$ cat src/rtl/mmio_timer.sv
// Memory-mapped countdown timer with prescaler, auto-reload, count latch and
// a level interrupt, sitting on a handshake-free single-word CPU bus.
module mmio_timer #(
    parameter logic [15:0] BASE_ADDR = 16'hFF00
) (
    input  logic        i_clk,
    input  logic        i_rst,
    input  logic        i_ce,
    input  logic [15:0] i_addr,
    input  logic [15:0] i_wdata,
    input  logic        i_we,
    output logic [15:0] o_rdata,
    output logic        o_sel,
    output logic        o_int
);
    localparam int unsigned DATA_W = 16;
    localparam int unsigned OFF_W  = 3;

    localparam logic [OFF_W-1:0] OFF_CTRL   = 3'd0;
    localparam logic [OFF_W-1:0] OFF_PRESC  = 3'd1;
    localparam logic [OFF_W-1:0] OFF_RELOAD = 3'd2;
    localparam logic [OFF_W-1:0] OFF_COUNT  = 3'd3;
    localparam logic [OFF_W-1:0] OFF_STATUS = 3'd4;
    localparam logic [OFF_W-1:0] OFF_LATCH  = 3'd5;

    logic              en_q,     en_d;
    logic              auto_q,   auto_d;
    logic              irq_en_q, irq_en_d;
    logic              pend_q,   pend_d;
    logic [DATA_W-1:0] presc_q,  presc_d;
    logic [DATA_W-1:0] reload_q, reload_d;
    logic [DATA_W-1:0] count_q,  count_d;
    logic [DATA_W-1:0] latch_q,  latch_d;
    logic [DATA_W-1:0] pc_q,     pc_d;
    logic [DATA_W-1:0] rdata_q,  rdata_d;
    logic              int_q,    int_d;

    logic             sel;
    logic [OFF_W-1:0] off;
    logic             wr_ctrl, wr_presc, wr_reload, wr_count, wr_status, wr_latch;
    logic             ctrl_stop, tick, tick_eff, expire;
    logic [DATA_W-1:0] rd_mux;

    assign sel   = (i_addr[15:3] == BASE_ADDR[15:3]);
    assign off   = i_addr[2:0];
    assign o_sel = sel;

    // Next-state: counting first, then bus writes override where they collide
    always_comb begin
        wr_ctrl   = 1'b0;
        wr_presc  = 1'b0;
        wr_reload = 1'b0;
        wr_count  = 1'b0;
        wr_status = 1'b0;
        wr_latch  = 1'b0;
        if (i_we && sel) begin
            case (off)
                OFF_CTRL:   wr_ctrl   = 1'b1;
                OFF_PRESC:  wr_presc  = 1'b1;
                OFF_RELOAD: wr_reload = 1'b1;
                OFF_COUNT:  wr_count  = 1'b1;
                OFF_STATUS: wr_status = 1'b1;
                OFF_LATCH:  wr_latch  = 1'b1;
                default:    ;
            endcase
        end

        // A COUNT write or a disabling CTRL write swallows this cycle's tick
        ctrl_stop = wr_ctrl & ~i_wdata[0];
        tick      = en_q & (pc_q == presc_q);
        tick_eff  = tick & ~wr_count & ~ctrl_stop;
        expire    = tick_eff & (count_q == '0);

        en_d     = en_q;
        auto_d   = auto_q;
        irq_en_d = irq_en_q;
        if (wr_ctrl) begin
            en_d     = i_wdata[0];
            auto_d   = i_wdata[1];
            irq_en_d = i_wdata[2];
        end else if (expire && !auto_q) begin
            en_d = 1'b0;
        end

        presc_d  = wr_presc  ? i_wdata : presc_q;
        reload_d = wr_reload ? i_wdata : reload_q;
        latch_d  = wr_latch  ? count_q : latch_q;

        count_d = count_q;
        if (wr_count) begin
            count_d = i_wdata;
        end else if (tick_eff) begin
            if (count_q != '0) begin
                count_d = count_q - DATA_W'(1);
            end else if (auto_q) begin
                count_d = reload_q;
            end
        end

        if (wr_count || ctrl_stop || !en_q || tick) begin
            pc_d = '0;
        end else begin
            pc_d = pc_q + DATA_W'(1);
        end

        pend_d = expire | (pend_q & ~(wr_status & i_wdata[0]));
        int_d  = pend_q & irq_en_q;

        case (off)
            OFF_CTRL:   rd_mux = {13'd0, irq_en_q, auto_q, en_q};
            OFF_PRESC:  rd_mux = presc_q;
            OFF_RELOAD: rd_mux = reload_q;
            OFF_COUNT:  rd_mux = count_q;
            OFF_STATUS: rd_mux = {15'd0, pend_q};
            OFF_LATCH:  rd_mux = latch_q;
            default:    rd_mux = '0;
        endcase
        rdata_d = sel ? rd_mux : '0;
    end

    // State register; reset is honoured even on edges without clock enable
    always_ff @(posedge i_clk) begin
        if (!i_rst) begin
            en_q     <= 1'b0;
            auto_q   <= 1'b0;
            irq_en_q <= 1'b0;
            pend_q   <= 1'b0;
            presc_q  <= '0;
            reload_q <= '0;
            count_q  <= '0;
            latch_q  <= '0;
            pc_q     <= '0;
            rdata_q  <= '0;
            int_q    <= 1'b0;
        end else if (i_ce) begin
            en_q     <= en_d;
            auto_q   <= auto_d;
            irq_en_q <= irq_en_d;
            pend_q   <= pend_d;
            presc_q  <= presc_d;
            reload_q <= reload_d;
            count_q  <= count_d;
            latch_q  <= latch_d;
            pc_q     <= pc_d;
            rdata_q  <= rdata_d;
            int_q    <= int_d;
        end
    end

    assign o_rdata = rdata_q;
    assign o_int   = int_q;

endmodule

$ cat config.mk
export PLATFORM = sky130hd
export DESIGN_NAME = mmio_timer
export DESIGN_NICKNAME = d
export VERILOG_FILES = /design/src/rtl/mmio_timer.sv
export SDC_FILE = /design/constraint.sdc
export NUM_CORES = 1
export LEC_CHECK = 0
export BUFFER_PORTS_ARGS = -buffer_cell sky130_fd_sc_hd__buf_4
export CAP_MARGIN = 20
export CORE_MARGIN = 5
export CORE_UTILIZATION = 50
export DETAILED_ROUTE_END_ITERATION = 12
export GPL_TIMING_DRIVEN = 0
export PLACE_DENSITY = 0.7
export SYNTH_ARGS = -nofsm -noshare
export SYNTH_HDL_FRONTEND = slang
export SYNTH_SLANG_ARGS = --single-unit
$ cat constraint.sdc
create_clock -name i_clk -period 3.3 [get_ports i_clk]
set_input_delay 0.495 -clock i_clk [delete_from_list [all_inputs] [get_ports i_clk]]
set_output_delay 0.495 -clock i_clk [all_outputs]
set_load 0.1 [all_outputs]
==> impl_metrics.yaml, run 1 <==
final_layout:
  synthToLayoutAreaGrowth_pct: 14.0
  final_util: 0.575
  fillCellCount: 1033
  antenna_cells: 0
  fin_nets: 799
  drive_above_1_share: 0.119
detailed_routing:
  drtIter0Drc: 575
  wl_mm: 17.6
  drc: 0
  routedWlPerCell_um: 19.4
  dr.pass1.iters: 5
  post_drt_via_cell_ratio: 5.97
  drtAntennaViolNets: 0
  via_count: 5403
floorplanning:
  io-pin-count: 54
  start_util: 0.504
  rows: 38
  dieHeight_um: 114
  design.core.area_um2: 10700
  die_x_um: 114
  dieArea_um2: 13000
placed_design:
  globalplace.congestion: 0.969
  pre_cts_slack_ns: -0.122
  port_buffers: 52
  dp_hpwl_mm: 13.6
synthesis:
  syn_area_um2: 5420
  synthFlopType: "dfxtp_1"
  ys_warn_count: 0
  synth-async-reset-ratio: 0
  syn_avg_cell_area_um2: 7.77
  yosysMostFrequentCell: "nand2_1"
  ys_ff_latch: 101
  synthTopCellsByArea: "dfxtp_1 37%, nand2_1 9.4%, mux2i_1 6.6%, a21oi_1 6.4%, nor2_1 3.8%"
  yosysSeqAreaShare: 0.373
  synthTopCellsByCount: "135 x nand2_1, 101 x dfxtp_1, 69 x a21oi_1"
  syn_nets: 736
  ys_types: 59
  synth_top_area_frac: 0.373
  netlist_instances: 697
  synth-edff-count: 0
  yosysTopAreaCell: "dfxtp_1"
clocking:
  cts_resized: 0
  cts_hold_buffers: 0
  cts_tree: "built"
  root_buffer: "clkbuf_8"
  cts.path.max_buffers: 2
  clkSlewWorstSetupHoldPaths_ns: 0.11
  htreeDepth: 3
  clkLatencyLatePin_ns: 0.40
  clock_sinks: 101
  cts_inserted_buffers: 9
  cts_setup_buffers: 0
power_and_ir_drop:
  peakVddDrop_v: 0.000320
  total_leakage_power_uw: 0.00224
  power.density_nw_per_um2: 351
job:
  cap_violations: 0
outcome:
  outcome: "complete, no violations"
global_route:
  grt_antenna_before_repair: 0
  grt_max_degree: 19
  grt_usage: 0.276
  grt_pass1_wl_mm: 28.0
  overflow: 0
  grt_pass1_vias: 5285
hold_path:
  hp-class: "primary input to flop"
timing:
  rsz0062_at_grt: "no"
  clock_skew_ns: 0.0174
  setup_violations: 0
  tightest_slew_ns: 0.727
  fin_ws_ns: 0.276
  fmax_mhz: 331
  period_minus_slack_ns: 3.02
  timing.final.crit_share: 0.916
  drv_slew: 0
  max-slew-margin-rel: 0.515
  finalHoldViolations: 0
critical_path:
  critPathMaxStageDelay_ns: 0.52
  path_class: "primary input to flop"
  critPathSlowestCell: "or4_1"
  cp-end-kind: "flop"
  crit_fanout: 10
  crit_chain: "buf_4, or4_1, or4_1, clkbuf_1, inv_2, and3_1, clkbuf_1, buf_2, o21ai_0, mux2i_1, nor2_1"
  arrival_ns: 3.29
  critPathRequiredTime_ns: 3.56
  crit_path_start_kind: "primary input"
## sequential cells by signal, indices dropped and copies added, names as in the netlist
register	count
auto_q	1
count_q	16
en_q	1
irq_en_q	1
latch_q	16
o_int	1
o_rdata	16
pc_q	16
pend_q	1
presc_q	16
reload_q	16
## report_power, final
part	switching, uW	internal, uW	leakage (uW)
logic	91.7	49.1	0.00133
registers	1.25	1220	0.000813
clock network	496	310	0.0000965
total	589	1580	0.00224
## layout by cell type (no fill, tap or decap), drive strengths merged, types with 12 or more instances in the layout
master  count
a22oi      18
nor3       15
o21ai      24
nand3      12
mux2i      36
xor2       15
xnor2      22
buf        66
nand2     135
nor2       55
clkbuf     46
a21oi      70
dfxtp     101
inv        16
nand4      16
o22ai      13
## metal layers
metal	global-route usage	up-vias	wire, um
met4	0.101	0	476
met5	0	-	0
met3	0.0539	42	1500
li1	-	2563	-
met1	0.365	2551	7350
met2	0.450	247	8250
## through the flow
step	power (uW)	cell area (um2)	instances	setup TNS, ns	hold slack [ns]
finish	2170	6180	905	0	0.376
global route	2230	6180	905	0	0.360
CTS	2170	6180	905	0	0.359
detailed placement	1390	5980	889	-1.27	0.446
global placement	1380	5980	889	-1.27	0.438
floorplan	1310	5420	697	0	0.432
## critical path, delay by kind of cell
kind,cells,cell delay (ns)
buffers and inverters,5,1.27
and+or+nand+nor,4,1.22
muxes,1,0.16
AOI/OAI and AO/OA,1,0.12
## area by class of cell
cell class,instances,area [um2],area share
plain buffers,50,219,0.0354
inverters,14,52.6,0.00851
clock buffers,10,138,0.0223
flip-flops and latches,101,2020,0.327
repair buffers,52,390,0.0632
multi-input cells,532,3130,0.506
clock inverters,6,56.3,0.00911
well taps,140,175,0.0284
## kinds of logic after synthesis
group,Yosys count,share of synthesized area
buffers and inverters,64,0.0501
AO/OA/AOI/OAI,158,0.178
adder cells (fa/ha/maj),3,0.00693
flip-flops,101,0.373
multiplexers,38,0.0727
AND/OR/NAND/NOR,296,0.260
XOR/XNOR,37,0.0598
## worst paths after layout
kind	slack, ns	end	from	depth (start not counted)
min	0.38	reload_q[5]	i_wdata[5]	3
min reg2reg	0.46	latch_q[3]	latch_q[3]	2
max	0.28	count_q[2]	i_addr[4]	11
max reg2reg	0.36	count_q[11]	count_q[2]	9
Note: power is estimated with default switching activity, not from simulation.
==> run 2, diff against run 1 <==
- CORE_UTILIZATION: 50 -> 45
- PLACE_DENSITY: 0.7 -> 0.64
- clock period: 3.3 -> 3.2 ns (I/O delays scaled with it)
==> run 2 against run 1 <==
Against the previous run: non-clock buffer count shrank 1; largest power group unchanged; design area grew 1.9%; utilization shrank 4.7 points; via count shrank 1.4%; critical path depth shrank 1; largest cell class unchanged; final cell count grew 0.66%.
==> impl_metrics.yaml, run 2 (synthesized netlist as in run 1, its figures left out) <==
critical_path:
  crit_fanout: 10
  rr_worst_depth: 9
  reg2reg_from: "count_q[2]"
  critPathRequiredTime_ns: 3.48
  cp-end-kind: "flop"
  worstReg2RegEnd: "count_q[11]"
  crit_path_start_kind: "primary input"
  r2r_slack_ns: 0.29
  arrival_ns: 3.34
  path_class: "primary input to flop"
placed_design:
  globalplace.congestion: 0.947
  port_buffers: 52
  dp_hpwl_mm: 14.0
  placed_cell_area_um2: 5990
global_route:
  grt_antenna_before_repair: 0
  grt_pass1_vias: 5124
  grt_pass1_wl_mm: 28.5
  overflow: 0
  grt_max_degree: 18
  grt_usage: 0.255
timing:
  clock_skew_ns: 0.00817
  finalHoldViolations: 0
  fmax_mhz: 328
  drv_slew: 0
  period_minus_slack_ns: 3.05
  max-slew-margin-rel: 0.484
  rsz0062_at_grt: "no"
  tightest_slew_ns: 0.774
  setup_violations: 0
  timing.final.crit_share: 0.954
floorplanning:
  rows: 40
  start_util: 0.455
  design.core.area_um2: 11900
  dieHeight_um: 120
  io-pin-count: 54
  dieArea_um2: 14300
  die_x_um: 120
final_layout:
  synthToLayoutAreaGrowth_pct: 16.1
  fin_nets: 798
  final_util: 0.528
  mostFrequentLayoutCells: "135 x nand2_1, 101 x dfxtp_1, 68 x a21oi_1"
  layout_commonest_cell: "nand2_1"
  antenna_cells: 0
  drive_above_1_share: 0.120
  finalInstanceArea_um2: 6290
hold_path:
  hp-class: "primary input to flop"
  worstHoldPathCells: 3
  hold_path.startpoint: "i_wdata[11]"
  worstHoldEndpoint: "presc_q[11]"
clocking:
  clkLatencyLatePin_ns: 0.36
  cts.path.max_buffers: 2
  clock_sinks: 101
  cts_inserted_buffers: 9
  clkSlewWorstSetupHoldPaths_ns: 0.08
  htreeDepth: 3
  cts_tree: "built"
  root_buffer: "clkbuf_16"
power_and_ir_drop:
  peakVddDrop_v: 0.000255
  total_leakage_power_uw: 0.00228
  power.density_nw_per_um2: 403
  power_uw: 2540
detailed_routing:
  drtIter0Drc: 441
  wl_mm: 18.2
  post_drt_via_cell_ratio: 5.85
  drtAntennaViolNets: 0
  dr.pass1.iters: 4
  routedWlPerCell_um: 20.0
  drc: 0
  via_count: 5329
outcome:
  outcome: "complete, no violations"
job:
  cap_violations: 0
-- run 2: cell type report --
class,count,area [um2]
repair buffers,52,390
clock inverters,7,75.1
clock buffers,9,225
fillers,1157,5620
inverters,14,52.6
well taps,147,184
flip-flops and latches,101,2020
multi-input cells,532,3130
plain buffers,49,215
-- run 2: worst max-delay path by stage --
| stage | from | cells after the start | to | slack [ns] |
|---|---|---|---|---|
| 6_report | i_addr[4] | 10 | reload_q[13] | 0.15 |
| 5_1_grt | i_addr[4] | 10 | reload_q[6] | 0.04 |
| 4_1_cts | i_addr[4] | 10 | o_rdata[12] | 0.1 |
| 3_5_place_dp | i_addr[4] | 10 | o_rdata[12] | -0.26 |
| 3_3_place_gp | i_addr[4] | 10 | o_rdata[12] | -0.20 |
| 2_1_floorplan | i_addr[4] | 10 | count_q[2] | 0.11 |
-- run 2: critical path, stage by stage --
cell and delay (ns):
buf_4 0.11, or4_1 0.52, or4_1 0.49, clkbuf_1 0.28, inv_2 0.28, nand3_2 0.16
nor3b_2 0.48, buf_2 0.32, nand2_1 0.08, a21oi_1 0.14
-- run 2: where the power goes --
| group | switching [uW] | internal (uW) |
|---|---|---|
| logic | 96.9 | 50.6 |
| clock network | 524 | 610 |
| registers | 1.50 | 1260 |
-- run 2: layer usage --
metal	global-route usage	vias to the layer above	routed length (um)
met5	0	-	0
met1	0.349	2593	8270
met2	0.419	156	8620
li1	-	2559	-
met4	0.0673	0	243
met3	0.0429	21	1110
-- run 2: repair_timing --
action                                  CTS  global route
hold buffers                              0             0
setup buffers                             0             0
endpoints found under the setup margin    0             9
resized for setup                         0             1
endpoints found under the hold margin     0             0
-- run 2: metrics by stage --
stage / cells / worst slack [ns] / hold slack, ns / setup TNS [ns]
2_1_floorplan: 697 / 0.110 / 0.432 / 0
3_3_place_gp: 896 / -0.196 / 0.440 / -5.41
3_5_place_dp: 896 / -0.264 / 0.448 / -6.27
4_1_cts: 912 / 0.0997 / 0.396 / 0
5_1_grt: 911 / 0.0434 / 0.405 / 0
6_report: 911 / 0.149 / 0.406 / 0
==> run 3, diff against run 2 <==
- GPL_TIMING_DRIVEN: 0 -> default
==> run 3 against run 2 <==
Against the previous run: count of clock-buffer cells in the layout unchanged; first-iteration DRC count up 23%; final cell count down 3.3%; die area unchanged; non-clock buffer count down 28; maximum frequency up 4.6%; clock power about the same; power up 0.15%; largest power group unchanged.
==> impl_metrics.yaml, run 3 (synthesized netlist as in run 1, its figures left out) <==
outcome:
  outcome: "complete, no violations"
clocking:
  htreeDepth: 3
  root_buffer: "clkbuf_16"
  clkLatencyLatePin_ns: 0.35
  clock_sinks: 101
  cts_setup_buffers: 0
  cts_inserted_buffers: 9
  cts_resized: 0
  cts_tree: "built"
  clkSlewWorstSetupHoldPaths_ns: 0.07
  cts.path.max_buffers: 2
  cts_hold_buffers: 0
critical_path:
  critPathRequiredTime_ns: 3.49
  rr_worst_depth: 6
  arrival_ns: 3.20
  path_class: "flop to flop"
  crit_fanout: 18
  crit_path_start_kind: "flop"
  r2r_slack_ns: 0.28
  reg2reg_from: "count_q[9]"
  worstReg2RegEnd: "count_q[1]"
  cp-end-kind: "flop"
final_layout:
  drive_above_1_share: 0.138
  mostFrequentLayoutCells: "135 x nand2_1, 101 x dfxtp_1, 72 x buf_4"
  finalInstanceArea_um2: 6250
  fin_nets: 770
  antenna_cells: 0
  synthToLayoutAreaGrowth_pct: 15.3
  layout_commonest_cell: "nand2_1"
  fillCellCount: 1140
global_route:
  overflow: 0
  grt_max_degree: 78
  grt_antenna_before_repair: 0
  grt_usage: 0.231
  grt_pass1_vias: 4842
  grt_pass1_wl_mm: 26.5
detailed_routing:
  routedWlPerCell_um: 18.6
  drtAntennaViolNets: 0
  post_drt_via_cell_ratio: 5.84
  drtIter0Drc: 542
  drc: 0
  dr.pass1.iters: 7
  via_count: 5148
  wl_mm: 16.4
placed_design:
  dp_hpwl_mm: 12.0
  placed_cell_area_um2: 5940
  port_buffers: 53
  globalplace.congestion: 0.942
  pre_cts_slack_ns: 0.192
floorplanning:
  start_util: 0.455
  rows: 40
  design.core.area_um2: 11900
  io-pin-count: 54
  dieArea_um2: 14300
  dieHeight_um: 120
  die_x_um: 120
timing:
  clock_skew_ns: 0.00666
  setup_tns_ns: 0
  tightest_slew_ns: 0.768
  rsz0062_at_grt: "no"
  finalHoldViolations: 0
  max-slew-margin-rel: 0.488
  whs_ns: 0.402
  period_minus_slack_ns: 2.92
  timing.final.crit_share: 0.912
  drv_slew: 0
  fmax_mhz: 343
  fin_ws_ns: 0.282
  setup_violations: 0
hold_path:
  hold_path.startpoint: "i_wdata[3]"
  hp-class: "primary input to flop"
  worstHoldPathCells: 3
  worstHoldEndpoint: "reload_q[3]"
power_and_ir_drop:
  peakVddDrop_v: 0.000296
  total_leakage_power_uw: 0.00230
  power.density_nw_per_um2: 407
job:
  cap_violations: 0
==> run 3: area by class of cell <==
class,count,area [um2],area share
Clock buffer,9,225,0.0361
Clock inverter,5,77.6,0.0124
Sequential cell,101,2020,0.324
Tap cell,147,184,0.0294
Inverter,14,52.6,0.00841
Multi-Input combinational cell,532,3130,0.500
Timing Repair Buffer,73,561,0.0897
==> run 3: where the power goes <==
part	internal (uW)	switching (uW)	leakage (uW)
Sequential	1260	1.33	0.000813
Combinational	50.6	84.7	0.00134
Clock	674	476	0.000147
==> run 3: how the worst max path moves through the flow <==
stage / endpoint / startpoint / cells after the start
2_1_floorplan: count_q[2] / i_addr[4] / 10
3_3_place_gp: count_q[10] / i_addr[4] / 7
3_5_place_dp: count_q[13] / i_addr[4] / 7
4_1_cts: count_q[1] / count_q[9] / 6
5_1_grt: count_q[1] / count_q[9] / 6
6_report: count_q[1] / count_q[9] / 6
==> run 3: worst max-delay path, stage by stage (launching register included) <==
cell     delay, ns
dfxtp_1       0.41
or4_4         0.57
or4_4         0.58
or3_1         0.34
a31o_1        0.48
or2_0         0.34
a21oi_2       0.12
==> run 3: stage by stage <==
| stage | power [uW] | instances | util |
|---|---|---|---|
| floorplan | 1350 | 697 | - |
| global placement | 1420 | 867 | 0.499 |
| detailed placement | 1420 | 867 | 0.499 |
| CTS | 2560 | 881 | 0.524 |
| global route | 2620 | 881 | 0.524 |
| finish | 2540 | 881 | 0.524 |
==> run 3: per-layer routing <==
layer	share of wire	vias to the layer above	global-route usage
met3	0.060	27	0.0617
met5	0	-	0
li1	-	2507	-
met1	0.46	2446	0.313
met2	0.47	168	0.370
met4	0.015	0	0.0544
